## config.mk

```make
export PLATFORM = sky130hd
export DESIGN_NAME = twos_complement_serial_unit
export DESIGN_NICKNAME = d
export VERILOG_FILES = /design/src/rtl/twos_complement_serial_unit.sv
export SDC_FILE = /design/constraint.sdc
export NUM_CORES = 1
export LEC_CHECK = 0
export ABC_AREA = 0
export BUFFER_PORTS_ARGS = -buffer_cell sky130_fd_sc_hd__buf_2
export CAP_MARGIN = 20
export CORE_UTILIZATION = 49
export DETAILED_ROUTE_END_ITERATION = 16
export GPL_TIMING_DRIVEN = 0
export HOLD_SLACK_MARGIN = 0.1
export PLACE_DENSITY = 0.75
export SYNTH_ARGS = -nofsm -noshare
export SYNTH_HDL_FRONTEND = slang
export SYNTH_SLANG_ARGS = --single-unit
```

## constraint.sdc

```tcl
create_clock -name clk -period 1.38 [get_ports clk]
set_clock_uncertainty 0.1 [all_clocks]
set_input_delay 0.069 -clock clk [delete_from_list [all_inputs] [get_ports clk]]
set_output_delay 0.069 -clock clk [all_outputs]
set_load 0.02 [all_outputs]
```

## src/rtl/twos_complement_serial_unit.sv

```systemverilog
// Serial two's-complement unit: pass / negate / abs of a WIDTH-bit operand, CHUNK bits per cycle.
// Optional build macro TWOS_COMP_SAT_EN saturates the most-negative overflow case to max positive.
module twos_complement_serial_unit #(
    parameter int WIDTH = 16,
    parameter int CHUNK = 4
) (
    input  logic             clk,
    input  logic             rst_n,
    input  logic             in_valid,
    output logic             in_ready,
    input  logic [WIDTH-1:0] in_data,
    input  logic [1:0]       mode,
    output logic             out_valid,
    input  logic             out_ready,
    output logic [WIDTH-1:0] out_data,
    output logic             overflow,
    output logic             busy
);
    localparam int N  = WIDTH / CHUNK;
    localparam int CW = $clog2(N + 1);
    localparam logic [WIDTH-1:0] MOST_NEG = {1'b1, {(WIDTH-1){1'b0}}};
    localparam logic [WIDTH-1:0] MAX_POS  = ~MOST_NEG;

    typedef enum logic [1:0] {IDLE, RUN, DONE} state_t;

    state_t           state;
    logic [WIDTH-1:0] x_sh;
    logic [WIDTH-1:0] acc;
    logic [WIDTH-1:0] acc_next;
    logic [WIDTH-1:0] x_next;
    logic [CHUNK-1:0] x_chunk;
    logic [CHUNK-1:0] r_chunk;
    logic [CHUNK:0]   sum;
    logic [CW-1:0]    idx;
    logic             neg;
    logic             carry;
    logic             is_min;
    logic             in_neg;
    logic             last;

    always_comb begin
        x_chunk = x_sh[CHUNK-1:0];
        sum     = {1'b0, ~x_chunk} + {{CHUNK{1'b0}}, carry};
        r_chunk = neg ? sum[CHUNK-1:0] : x_chunk;
        x_next  = x_sh >> CHUNK;
        in_neg  = mode[0] | (mode[1] & in_data[WIDTH-1]);
        last    = (idx == CW'(N - 1));
    end

    // Result chunks enter at the top so the LSB chunk lands at bit 0 after N shifts.
    if (CHUNK == WIDTH) begin : g_full
        assign acc_next = r_chunk;
    end else begin : g_part
        assign acc_next = {r_chunk, acc[WIDTH-1:CHUNK]};
    end

    assign in_ready = (state == IDLE);
    assign busy     = (state != IDLE);

    always_ff @(posedge clk) begin
        if (!rst_n) begin
            state     <= IDLE;
            x_sh      <= '0;
            acc       <= '0;
            idx       <= '0;
            neg       <= 1'b0;
            carry     <= 1'b0;
            is_min    <= 1'b0;
            out_valid <= 1'b0;
            out_data  <= '0;
            overflow  <= 1'b0;
        end else begin
            case (state)
                IDLE: begin
                    if (in_valid) begin
                        x_sh   <= in_data;
                        neg    <= in_neg;
                        carry  <= in_neg;
                        is_min <= (in_data == MOST_NEG);
                        idx    <= '0;
                        state  <= RUN;
                    end
                end
                RUN: begin
                    x_sh  <= x_next;
                    acc   <= acc_next;
                    carry <= sum[CHUNK] & neg;
                    idx   <= idx + CW'(1);
                    if (last) begin
                        state     <= DONE;
                        out_valid <= 1'b1;
                        overflow  <= neg & is_min;
`ifdef TWOS_COMP_SAT_EN
                        out_data  <= (neg && is_min) ? MAX_POS : acc_next;
`else
                        out_data  <= acc_next;
`endif
                    end
                end
                DONE: begin
                    if (out_ready) begin
                        out_valid <= 1'b0;
                        state     <= IDLE;
                    end
                end
                default: state <= IDLE;
            endcase
        end
    end
endmodule

```

### After elaboration in Yosys (flattened, before gate mapping)

Cells that the tools add are included.

* flip-flop bits (word level): 58
* bits of input ports: 22
* output and inout port bits: 20
* word-level logic and storage cells: 47

* $add $sub $neg: 2
* equal/unequal tests: 7
* multiplexer cells: 14
* bitwise logic cells: 5
* reduce and logical (&&, ||, !) cells: 9

Operators with widths (number)
* 16-bit one-hot mux with 2 select lines: 1
* 16-bit == test (second input constant): 1
* 16-bit 2-to-1 mux: 1
* 2-bit 2-to-1 mux: 3
* 2-bit != test (second input constant): 3
* 2-bit one-hot mux with 3 select lines: 1
* 3-bit one-hot mux with 2 select lines: 1
* 2-bit AND reduction: 3
* 3-bit AND reduction: 2
* 2-bit nonzero test: 3
* 4-bit by 1-bit adder with 5-bit output: 1
* 4-bit 2-to-1 mux: 1
* 4-bit NOT: 1
* 1-bit one-hot mux with 2 select lines: 2
* 3-bit by 1-bit adder with 3-bit output (second input constant): 1
* 1-bit AND: 3
* 3-bit by 2-bit == test with 1-bit output (second input constant): 1
* 1-bit 2-to-1 mux: 3
* 3-bit 2-to-1 mux: 1
* 2-bit by 1-bit == test with 1-bit output (second input constant): 1
* 2-bit == test (second input constant): 1
* 2-bit logical NOT: 1
* 1-bit OR: 1

### Depth between registers and ports, before layout

Gate-level depths: netlist (run 1).

* depth in word-level cells: 4
* gate-level depth with buffers: 6
* mapped depth without buffers: 6

### Worst setup path after synthesis (run 1)

OpenSTA, ideal clock, no wires.

* path kind: register to register
* start point: reg x_sh[0]
* end point: reg acc[15]
* library setup time: 126 ps
* arrival time: 1271 ps
* data required time: 1154 ps
* slack: -117 ps
* cell stages (with the launch flop): 6
* path buffers: 0
* period minus slack after synthesis: 1497 ps
* cell sequence: dfxtp_1 -> inv_1 -> ha_1 -> or3b_2 -> a211oi_1 -> a21oi_1

* cells in the longest elaborated chain, start to end: 3

Ends and longest elaborated chain
* from (decl): RTL line 27 `logic [WIDTH-1:0] x_sh;`
* from (signal assigned): RTL line 76 `x_sh <= in_data;`
* from (signal assigned): RTL line 85 `x_sh <= x_next;`
* 4-bit NOT: RTL line 43 `sum = {1'b0, ~x_chunk} + {{CHUNK{1'b0}}, carry};`
* 4-bit by 1-bit adder with 5-bit output: RTL line 43
* 4-bit 2-to-1 mux: RTL line 44 `r_chunk = neg ? sum[CHUNK-1:0] : x_chunk;`
* to (signal assigned): RTL line 86 `acc <= acc_next;`
* to (decl): RTL line 28 `logic [WIDTH-1:0] acc;`

Every way passes these cells.
A chain may end at the register's enable or synchronous reset.

### Worst setup path after layout (run 1)

* start point: reg idx[0]
* end point: reg out_data[14]

* cells in the longest elaborated chain, start to end: 2

Ends and longest elaborated chain
* from (decl): RTL line 34 `logic [CW-1:0] idx;`
* from (signal assigned): RTL line 88 `idx <= idx + CW'(1);`
* 3-bit by 2-bit == test with 1-bit output: RTL line 47 `last = (idx == CW'(N - 1));`
* 2-bit AND reduction (no line)
* to (signal assigned): RTL line 96 `out_data <= acc_next;`
* to (decl): RTL line 15 `output logic [WIDTH-1:0] out_data,`

Every way passes these cells.

==> results.yml, run 1 <==
layout:
  area_delta_synth_final_pct: 42.5
  fin_util_pct: 73.0
  antenna_cells: 0
  nNetsFinal: 380
  drive_gt1_share_pct: 39.2
  stdcell_area_sq_um: 3200
  n_fill_cell: 311
clock_tree:
  cts.sinks: 54
  clock_path_buffers: 2
  clk_latency_ns: 0.31
  cts_inserted_buffers: 5
  clk_pin_slew_ns: 0.10
  clk_root_buffer_cell: "clkbuf_8"
  cts_tree: "yes"
  htreeDepth: 2
timing:
  fmax_mhz: 670
  whs_ns: 0.149
  final-max-slew-violation-count: 0
  setup_viol: 34
  fin_crit_ns: 1.49
  timing.final.ws_setup_ns: -0.112
  fin_crit_sh_pct: 108
  hold_violations: 0
  rsz0062_at_grt: "true"
  relSlewSlack_pct: 55.8
  max_slew.worst_pin.slew_ns: 0.664
logic_synthesis:
  ys_types: 33
  seq_area_frac_synth_pct: 48.1
  yosysMostFrequentCell: "nand2_1"
  syn_nets: 299
  synth_top_area_share_pct: 48.1
  yosys_warnings: 0
  syn-cell-area_sq_um: 2250
  yosysTopAreaCell: "dfxtp_1"
  synth_cells: 273
  ys_ff_latch: 54
  synthFlopType: "dfxtp_1"
  synth_edf_count: 0
  synth_area_per_cell_sq_um: 8.23
  ys_top_cells_by_area: "dfxtp_1, nand2_1, a21oi_1"
  ys_async_sr_fraction_pct: 0
  synth_common_cells: "nand2_1, dfxtp_1, a21oi_1"
flow_run:
  drv_cap: 0
placed_design:
  gp_congestion: 0.833
  place_area_sq_um: 2570
  hpwlAfterDp_um: 3510
  port_buffers: 41
critical_path:
  reg2reg_depth: 6
  crit_path_max_fanout: 6
  critical_path_class: "reg -> reg"
  arrival_ns: 1.59
  cp-start-kind: "flip-flop"
  crit_required_ns: 1.48
  cp-end-kind: "flip-flop"
power_and_ir_drop:
  swShare_pct: 25.6
  switchingPower_w: 0.000826
  power_density_nw_per_um2: 1010
  ir_drop_v: 0.000697
  p_clk_share_pct: 32.9
  p_leak_nw: 1.26
  pwr-share-comb_pct: 15.1
  internal-power_w: 0.00240
  p_seq_share_pct: 52.0
floorplan:
  chipWidth_um: 69.7
  die_area_sq_um: 4860
  fp.dieH_um: 69.7
  start_util_pct: 51.3
  io_pins: 42
  core_area_sq_um: 4380
  row_count: 24
detailed_routing:
  wl_per_cell_um: 14.2
  viasPerCell: 5.42
  dr_total_vias: 2207
  ant_nets: 0
  wl_um: 5790
  drt_first_pass_iters: 5
  drc: 0
  drtIter0Drc: 143
min_path:
  hp-class: "in -> reg"
  hold_depth: 4
outcome:
  violations: "negative setup slack"
  status: "finished with violations"
grt:
  grt_pass1_vias: 2126
  grt.total_usage_pct: 25.8
  grt_max_degree: 18
  grt_overflow: 0
  antenna_found_initial: 0
  grt_pass1_wl_um: 9930
[per-stage QoR]
stage / worst slack [ns] / instances / power, W / setup TNS, ns
floorplan: 0.0120 / 273 / 0.00194 / 0
detailed placement: -0.134 / 366 / 0.00205 / -2.03
finish: -0.112 / 407 / 0.00323 / -1.59
global route: -0.167 / 407 / 0.00336 / -4.24
CTS: -0.0784 / 407 / 0.00321 / -1.54
global placement: -0.117 / 366 / 0.00205 / -1.28
[worst paths after layout]
kind | startpoint | endpoint | slack [ns]
hold / removal | rst_n | is_min$_SDFFE_PN0P_ | 0.15
setup reg to reg | idx[0]$_SDFFE_PN0P_ | out_data[14]$_SDFFE_PN0P_ | -0.11
hold reg to reg | out_data[2]$_SDFFE_PN0P_ | out_data[2]$_SDFFE_PN0P_ | 0.35
setup / recovery | idx[0]$_SDFFE_PN0P_ | out_data[14]$_SDFFE_PN0P_ | -0.11
[cell type report]
cell class	count	area [sq um]	share of cell area, %
Inverter	6	22.5	0.703
Timing Repair Buffer	75	542	16.9
Tap cell	52	65.1	2.03
Buffer	19	141	4.42
Sequential cell	54	1090	34.0
Multi-Input combinational cell	193	1230	38.4
Clock buffer	5	68.8	2.15
Clock inverter	3	43.8	1.37
[routing by layer]
layer	track usage [%]	share of wire, %
met2	42.7	49
met4	9.78	1.7
met1	33.9	44
met3	4.22	5.6
met5	0	0
[layout by cell type, fill, tap and decap left out, drive strengths merged, types with 11 or more instances in the layout]
master | Yosys | layout
nand2 | 72 | 72
nand3 | 11 | 11
dfxtp | 54 | 54
a21oi | 33 | 33
o21ai | 15 | 15
nor2 | 11 | 11
clkbuf | 6 | 11
buf | 14 | 67
dlygate4sd3 | 0 | 21
a31oi | 13 | 13
[flip-flops by register name, indices dropped and copies added, names as in the netlist]
signal	flops
idx	3
out_valid	1
is_min	1
overflow	1
neg	1
x_sh	16
out_data	16
acc	12
state	2
carry	1
[cell families after synthesis]
group	synth area share, %
adders and majority gates	2.23
AOI/OAI and AO/OA	17.4
buffers and inverters	7.02
muxes	1.34
and+or+nand+nor	23.6
xor gates and xnor gates	0.390
DFF	48.1
[repair_timing]
action                                  CTS  global route
buffers inserted                          7             1
pin swaps                                40             7
hold buffers                             21             0
endpoints found under the hold margin    22             0
cloned                                    5             0
endpoints found under the setup margin   49            53
resized for setup                        51            19
[critical path: stages (launching register included)]
cell and delay (ns):
dfxtp_2 0.35, ha_4 0.16, ha_4 0.17, and3b_2 0.27, buf_6 0.16, nor2_1 0.13, a211oi_2 0.04
[power groups by stage]
stage	sequential [W]	clock, W	combinational, W
2_1_floorplan	0.00169	0	0.000248
3_3_place_gp	0.00170	0	0.000345
3_5_place_dp	0.00170	0	0.000349
4_1_cts	0.00168	0.00107	0.000461
5_1_grt	0.00169	0.00114	0.000537
6_report	0.00168	0.00106	0.000488
(Power assumes the default switching activity.)
==> run 2, diff against run 1 <==
==> constraint.sdc (replaced) <==
create_clock -name clk -period 1.38 [get_ports clk]
set_clock_uncertainty 0.1 [all_clocks]
set_input_delay 0.414 -clock clk [delete_from_list [all_inputs] [get_ports clk]]
set_output_delay 0.414 -clock clk [all_outputs]
set_load 0.02 [all_outputs]
==> run 2 against run 1 <==
  * Sequential share of layout area is 3.3 points higher
  * Die area stayed put
  * The flow still finishes with violations (negative setup slack)
  * Critical path type is now reg -> out
  * Worst setup slack worse by 0.15 ns
  * Flip-flop and latch count unchanged
  * Worst hold slack improved by 0.093 ns
  * Via count fell by 4.4%
  * Clock power fell by 13%
  * First-iteration DRC count shrank 16%
==> results.yml, run 2 (synthesis results as in run 1) <==
power_and_ir_drop:
  switchingPower_w: 0.000807
  swShare_pct: 26.7
  ir_drop_v: 0.000759
  p_leak_nw: 1.14
  pwr-share-comb_pct: 14.1
  p_clk_share_pct: 30.5
  p_seq_share_pct: 55.4
  internal-power_w: 0.00222
  power_density_nw_per_um2: 1030
  total_power_w: 0.00303
layout:
  final-seq-area_sq_um: 1090
  n_fill_cell: 370
  top_regs: "out_data x16, x_sh x16, acc x12"
  drive_gt1_share_pct: 38.3
  final_common_cell: "nand2_1"
  multi_input_area_sq_um: 1190
  fin_util_pct: 66.9
  final_cell_mix: "nand2_1, dfxtp_1, buf_2, a21oi_1, buf_6"
  nNetsFinal: 357
  area_delta_synth_final_pct: 30.5
  antenna_cells: 0
  stdcell_area_sq_um: 2930
grt:
  antenna_found_initial: 0
  grt_pass1_vias: 1946
  grt_max_degree: 17
  grt_overflow: 0
  grt_pass1_wl_um: 9250
  grt.total_usage_pct: 23.8
timing:
  fin_crit_ns: 1.64
  whs_ns: 0.242
  setup_viol: 52
  fmax_mhz: 609
  rsz0062_at_grt: "true"
  relSlewSlack_pct: 55.7
  hold_violations: 0
  max_slew.worst_pin.slew_ns: 0.665
  final-max-slew-violation-count: 0
  timing.final.ws_setup_ns: -0.261
  fin_crit_sh_pct: 119
floorplan:
  chipWidth_um: 69.7
  io_pins: 42
  fp.dieH_um: 69.7
  die_area_sq_um: 4860
  row_count: 24
  core_area_sq_um: 4380
  start_util_pct: 51.3
detailed_routing:
  wl_um: 5670
  drtIter0Drc: 120
  drc: 0
  drt_first_pass_iters: 4
  ant_nets: 0
  wl_per_cell_um: 14.8
  dr_total_vias: 2110
  viasPerCell: 5.49
flow_run:
  drv_cap: 0
placed_design:
  gp_congestion: 0.829
  port_buffers: 41
  place_area_sq_um: 2570
  hpwlAfterDp_um: 3560
  place_ws_ns: -0.231
critical_path:
  cp-end-kind: "output pin"
  crit_required_ns: 0.87
  reg2reg_depth: 6
  cp-start-kind: "flip-flop"
  arrival_ns: 1.13
  crit_path_max_fanout: 2
  critical_path_class: "reg -> out"
min_path:
  hp-class: "in -> reg"
  hold_depth: 3
outcome:
  violations: "negative setup slack"
  status: "finished with violations"
clock_tree:
  cts_hold_buf: 0
  cts_inserted_buffers: 5
  clock_path_buffers: 2
  clk_latency_ns: 0.31
  clk_root_buffer_cell: "clkbuf_8"
  clk_pin_slew_ns: 0.09
  cts.sinks: 54
  cts_tree: "yes"
  htreeDepth: 2
[run 2: cell count changes in the layout (fill, tap and decap cells not counted), moves of 3 or more]
cell           before  now
nand2_1            53   61
nand3_2             8    1
nand2_2            17   10
nand3_1             3   10
buf_2              43   40
dlygate4sd3_1      21    0
[run 2: cell type report]
| class | instances | share of cell area [%] |
|---|---|---|
| multi-input combinational | 193 | 40.6 |
| sequential | 54 | 37.3 |
| timing repair buffer | 52 | 11.1 |
| buffer | 19 | 4.78 |
| clock buffer | 6 | 2.82 |
| tap | 52 | 2.22 |
| inverter | 6 | 0.768 |
| clock inverter | 2 | 0.427 |
[run 2: final timing paths]
kind                                          startpoint                        to  slack, ns
worst max register to register     state[0]$_SDFFE_PN0P_     x_sh[15]$_SDFFE_PN0P_      -0.20
worst max-delay path               state[0]$_SDFFE_PN0P_                  in_ready      -0.26
worst min register to register  out_data[3]$_SDFFE_PN0P_  out_data[3]$_SDFFE_PN0P_       0.35
worst min-delay path                         in_data[12]     x_sh[12]$_SDFFE_PN0P_       0.24
[run 2: power by group through the flow]
| stage | Clock (W) | Combinational [W] | Sequential, W |
|---|---|---|---|
| after floorplan | 0 | 0.000249 | 0.00169 |
| after global placement | 0 | 0.000346 | 0.00170 |
| after detailed placement | 0 | 0.000351 | 0.00170 |
| after CTS | 0.000926 | 0.000391 | 0.00167 |
| after global routing | 0.000994 | 0.000470 | 0.00168 |
| final | 0.000923 | 0.000426 | 0.00168 |
[run 2: critical path: stages (launching register included)]
cell	delay [ns]
dfxtp_2	0.33
buf_6	0.10
or2_4	0.23
inv_2	0.05
buf_6	0.10
[run 2: per-layer routing]
| layer | GRT usage [%] | share of wire (%) |
|---|---|---|
| met5 | 0 | 0 |
| met4 | 7.33 | 1.5 |
| met3 | 3.63 | 3.1 |
| met2 | 38.9 | 49 |
| met1 | 32.4 | 46 |
[run 2: stage by stage]
stage                     setup TNS, ns  instances
after floorplan                       0        273
after detailed placement          -4.58        366
after global placement            -4.30        366
after global routing              -9.67        384
after CTS                         -5.74        383
final                             -6.08        384
[run 2: repair_timing]
action                                  in CTS  in global routing
pin swaps                                   14                  3
endpoints found under the setup margin      49                 58
gates resized for setup                     40                 23
buffers inserted                             6                  0
endpoints found under the hold margin        0                  0
gates cloned                                 4                  1
==> run 3, diff against run 2 <==
- CELL_PAD_IN_SITES_DETAIL_PLACEMENT: not set -> 0
- CELL_PAD_IN_SITES_GLOBAL_PLACEMENT: not set -> 1
- CORE_UTILIZATION: 49 -> 36
- PLACE_DENSITY: 0.75 -> not set
- PLACE_DENSITY_LB_ADDON: not set -> 0.1
- SKIP_LAST_GASP: not set -> 1
==> run 3 against run 2 <==
  * Total power is 6.7% higher
  * The flow still finishes with violations (negative setup slack)
  * Clock power is 19% higher
  * Worst hold slack improved by 0.0017 ns
  * Routed wire length is 4.9% higher
  * Critical endpoint unchanged
  * Sequential power is essentially flat
  * Sequential share of layout area fell by 1.8 points
  * Register-to-register slack barely moved
  * Critical path type unchanged
  * Die area rose by 35%
  * Design area rose by 5.0%
==> results.yml, run 3 (synthesis results as in run 1) <==
grt:
  grt_max_degree: 16
  grt_overflow: 0
  grt.total_usage_pct: 19.2
  antenna_found_initial: 0
  grt_pass1_wl_um: 9470
  grt_pass1_vias: 1889
timing:
  fin_crit_sh_pct: 120
  timing.final.ws_setup_ns: -0.270
  hold_violations: 0
  relSlewSlack_pct: 55.3
  rsz0062_at_grt: "true"
  fmax_mhz: 606
  final-max-slew-violation-count: 0
  fin_crit_ns: 1.65
  max_slew.worst_pin.slew_ns: 0.671
  setup_viol: 52
placed_design:
  port_buffers: 41
  gp_congestion: 0.748
  place_area_sq_um: 2600
  place_ws_ns: -0.256
  hpwlAfterDp_um: 3870
clock_tree:
  htreeDepth: 2
  clk_pin_slew_ns: 0.09
  cts_hold_buf: 0
  cts_inserted_buffers: 5
  clock_path_buffers: 2
  cts.sinks: 54
  cts_tree: "yes"
  clk_latency_ns: 0.31
  clk_root_buffer_cell: "clkbuf_8"
critical_path:
  crit_required_ns: 0.87
  crit_chain: "buf_6, or2_4, inv_2, buf_6"
  cpPeakStageDelay_ns: 0.33
  cp-end-kind: "output pin"
  slowest_stage: "dfxtp_2"
  crit_family: "flip-flops"
  arrival_ns: 1.14
  crit_top_cell: "buf_6"
  crit_path_max_fanout: 3
  critical_path_class: "reg -> out"
  path_buf_inv: 3
  cp-start-kind: "flip-flop"
floorplan:
  core_area_sq_um: 5960
  row_count: 28
  fp.dieH_um: 81.0
  die_area_sq_um: 6560
  start_util_pct: 37.7
  chipWidth_um: 81.0
  io_pins: 42
layout:
  n_fill_cell: 605
  stdcell_area_sq_um: 3080
  area_delta_synth_final_pct: 37.0
  drive_gt1_share_pct: 40.9
  antenna_cells: 0
  final_cell_mix: "nand2_1, dfxtp_1, buf_2, a21oi_1, buf_6"
  nNetsFinal: 363
  top_regs: "out_data x16, x_sh x16, acc x12"
  final_common_cell: "nand2_1"
power_and_ir_drop:
  p_leak_nw: 1.24
  power_density_nw_per_um2: 1050
  ir_drop_v: 0.000543
flow_run:
  drv_cap: 0
detailed_routing:
  wl_met1_um: 2950
  viasPerCell: 5.03
  drc: 0
  met3_length_um: 187
  dr_total_vias: 2072
  wl_um: 5940
  wl_per_cell_um: 14.4
  met2_length_um: 2760
  drt_first_pass_iters: 4
  routed.top_layer: "met4"
  ant_nets: 0
  drtIter0Drc: 64
outcome:
  status: "finished with violations"
  violations: "negative setup slack"
min_path:
  hp-class: "in -> reg"
[run 3: changes by cell type in the layout (fill, tap and decap cells not counted), moves of 2 or more]
cell     delta
buf_4       +5
nand2_4     +3
buf_2       -2
nand2_1     -2
[run 3: repair_timing]
| action | 4_1_cts | 5_1_grt |
|---|---|---|
| buffers inserted | 12 | 0 |
| setup endpoints to repair | 51 | 60 |
| gates cloned | 5 | 0 |
| pin swaps | 14 | 6 |
| endpoints found under the hold margin | 0 | 0 |
| resized for setup | 44 | 34 |
[run 3: final timing paths]
path	cells after the start	end	start	slack, ns
hold / removal	3	x_sh[12]$_SDFFE_PN0P_	in_data[12]	0.24
hold reg to reg	2	out_data[0]$_SDFFE_PN0P_	out_data[0]$_SDFFE_PN0P_	0.36
setup reg to reg	6	idx[1]$_SDFFE_PN0P_	state[0]$_SDFFE_PN0P_	-0.21
setup / recovery	4	in_ready	state[0]$_SDFFE_PN0P_	-0.27
[run 3: layout make-up]
type                       count  area, sq um  area share (%)
sequential                    54         1090            35.5
timing repair buffer          58          382            12.4
clock inverter                 1         30.0           0.975
clock buffer                   6         82.6            2.68
inverter                       6         22.5           0.731
multi-input combinational    193         1230            39.9
tap                           75         93.8            3.05
buffer                        19          148            4.79
[run 3: through the flow]
step | hold WS (ns) | instances | TNS (ns) | util [%] | power [W]
floorplan | 0.332 | 273 | 0 | - | 0.00194
finish | 0.244 | 412 | -6.07 | 51.7 | 0.00323
global placement | 0.341 | 389 | -5.35 | 43.6 | 0.00206
global route | 0.237 | 412 | -8.89 | 51.7 | 0.00337
detailed placement | 0.344 | 389 | -5.76 | 43.6 | 0.00207
CTS | 0.234 | 412 | -5.69 | 49.6 | 0.00322
[run 3: report_power, final]
group / switching, W / total, W / internal [W] / leakage, nW
combinational: 0.000245 / 0.000451 / 0.000207 / 0.738
clock: 0.000519 / 0.00110 / 0.000581 / 0.0573
sequential: 0.0000518 / 0.00167 / 0.00162 / 0.443
total: 0.000815 / 0.00323 / 0.00241 / 1.24
[run 3: tightest hold or removal path: stages]
cell	delay [ns]
buf_2	0.10
nand2_1	0.05
a21oi_1	0.05
[run 3: layer usage]
metal | global-route usage, % | vias up
li1 | - | 1058
met1 | 26.6 | 973
met2 | 31.0 | 38
met3 | 3.82 | 3
met4 | 3.75 | 0
met5 | 0 | -
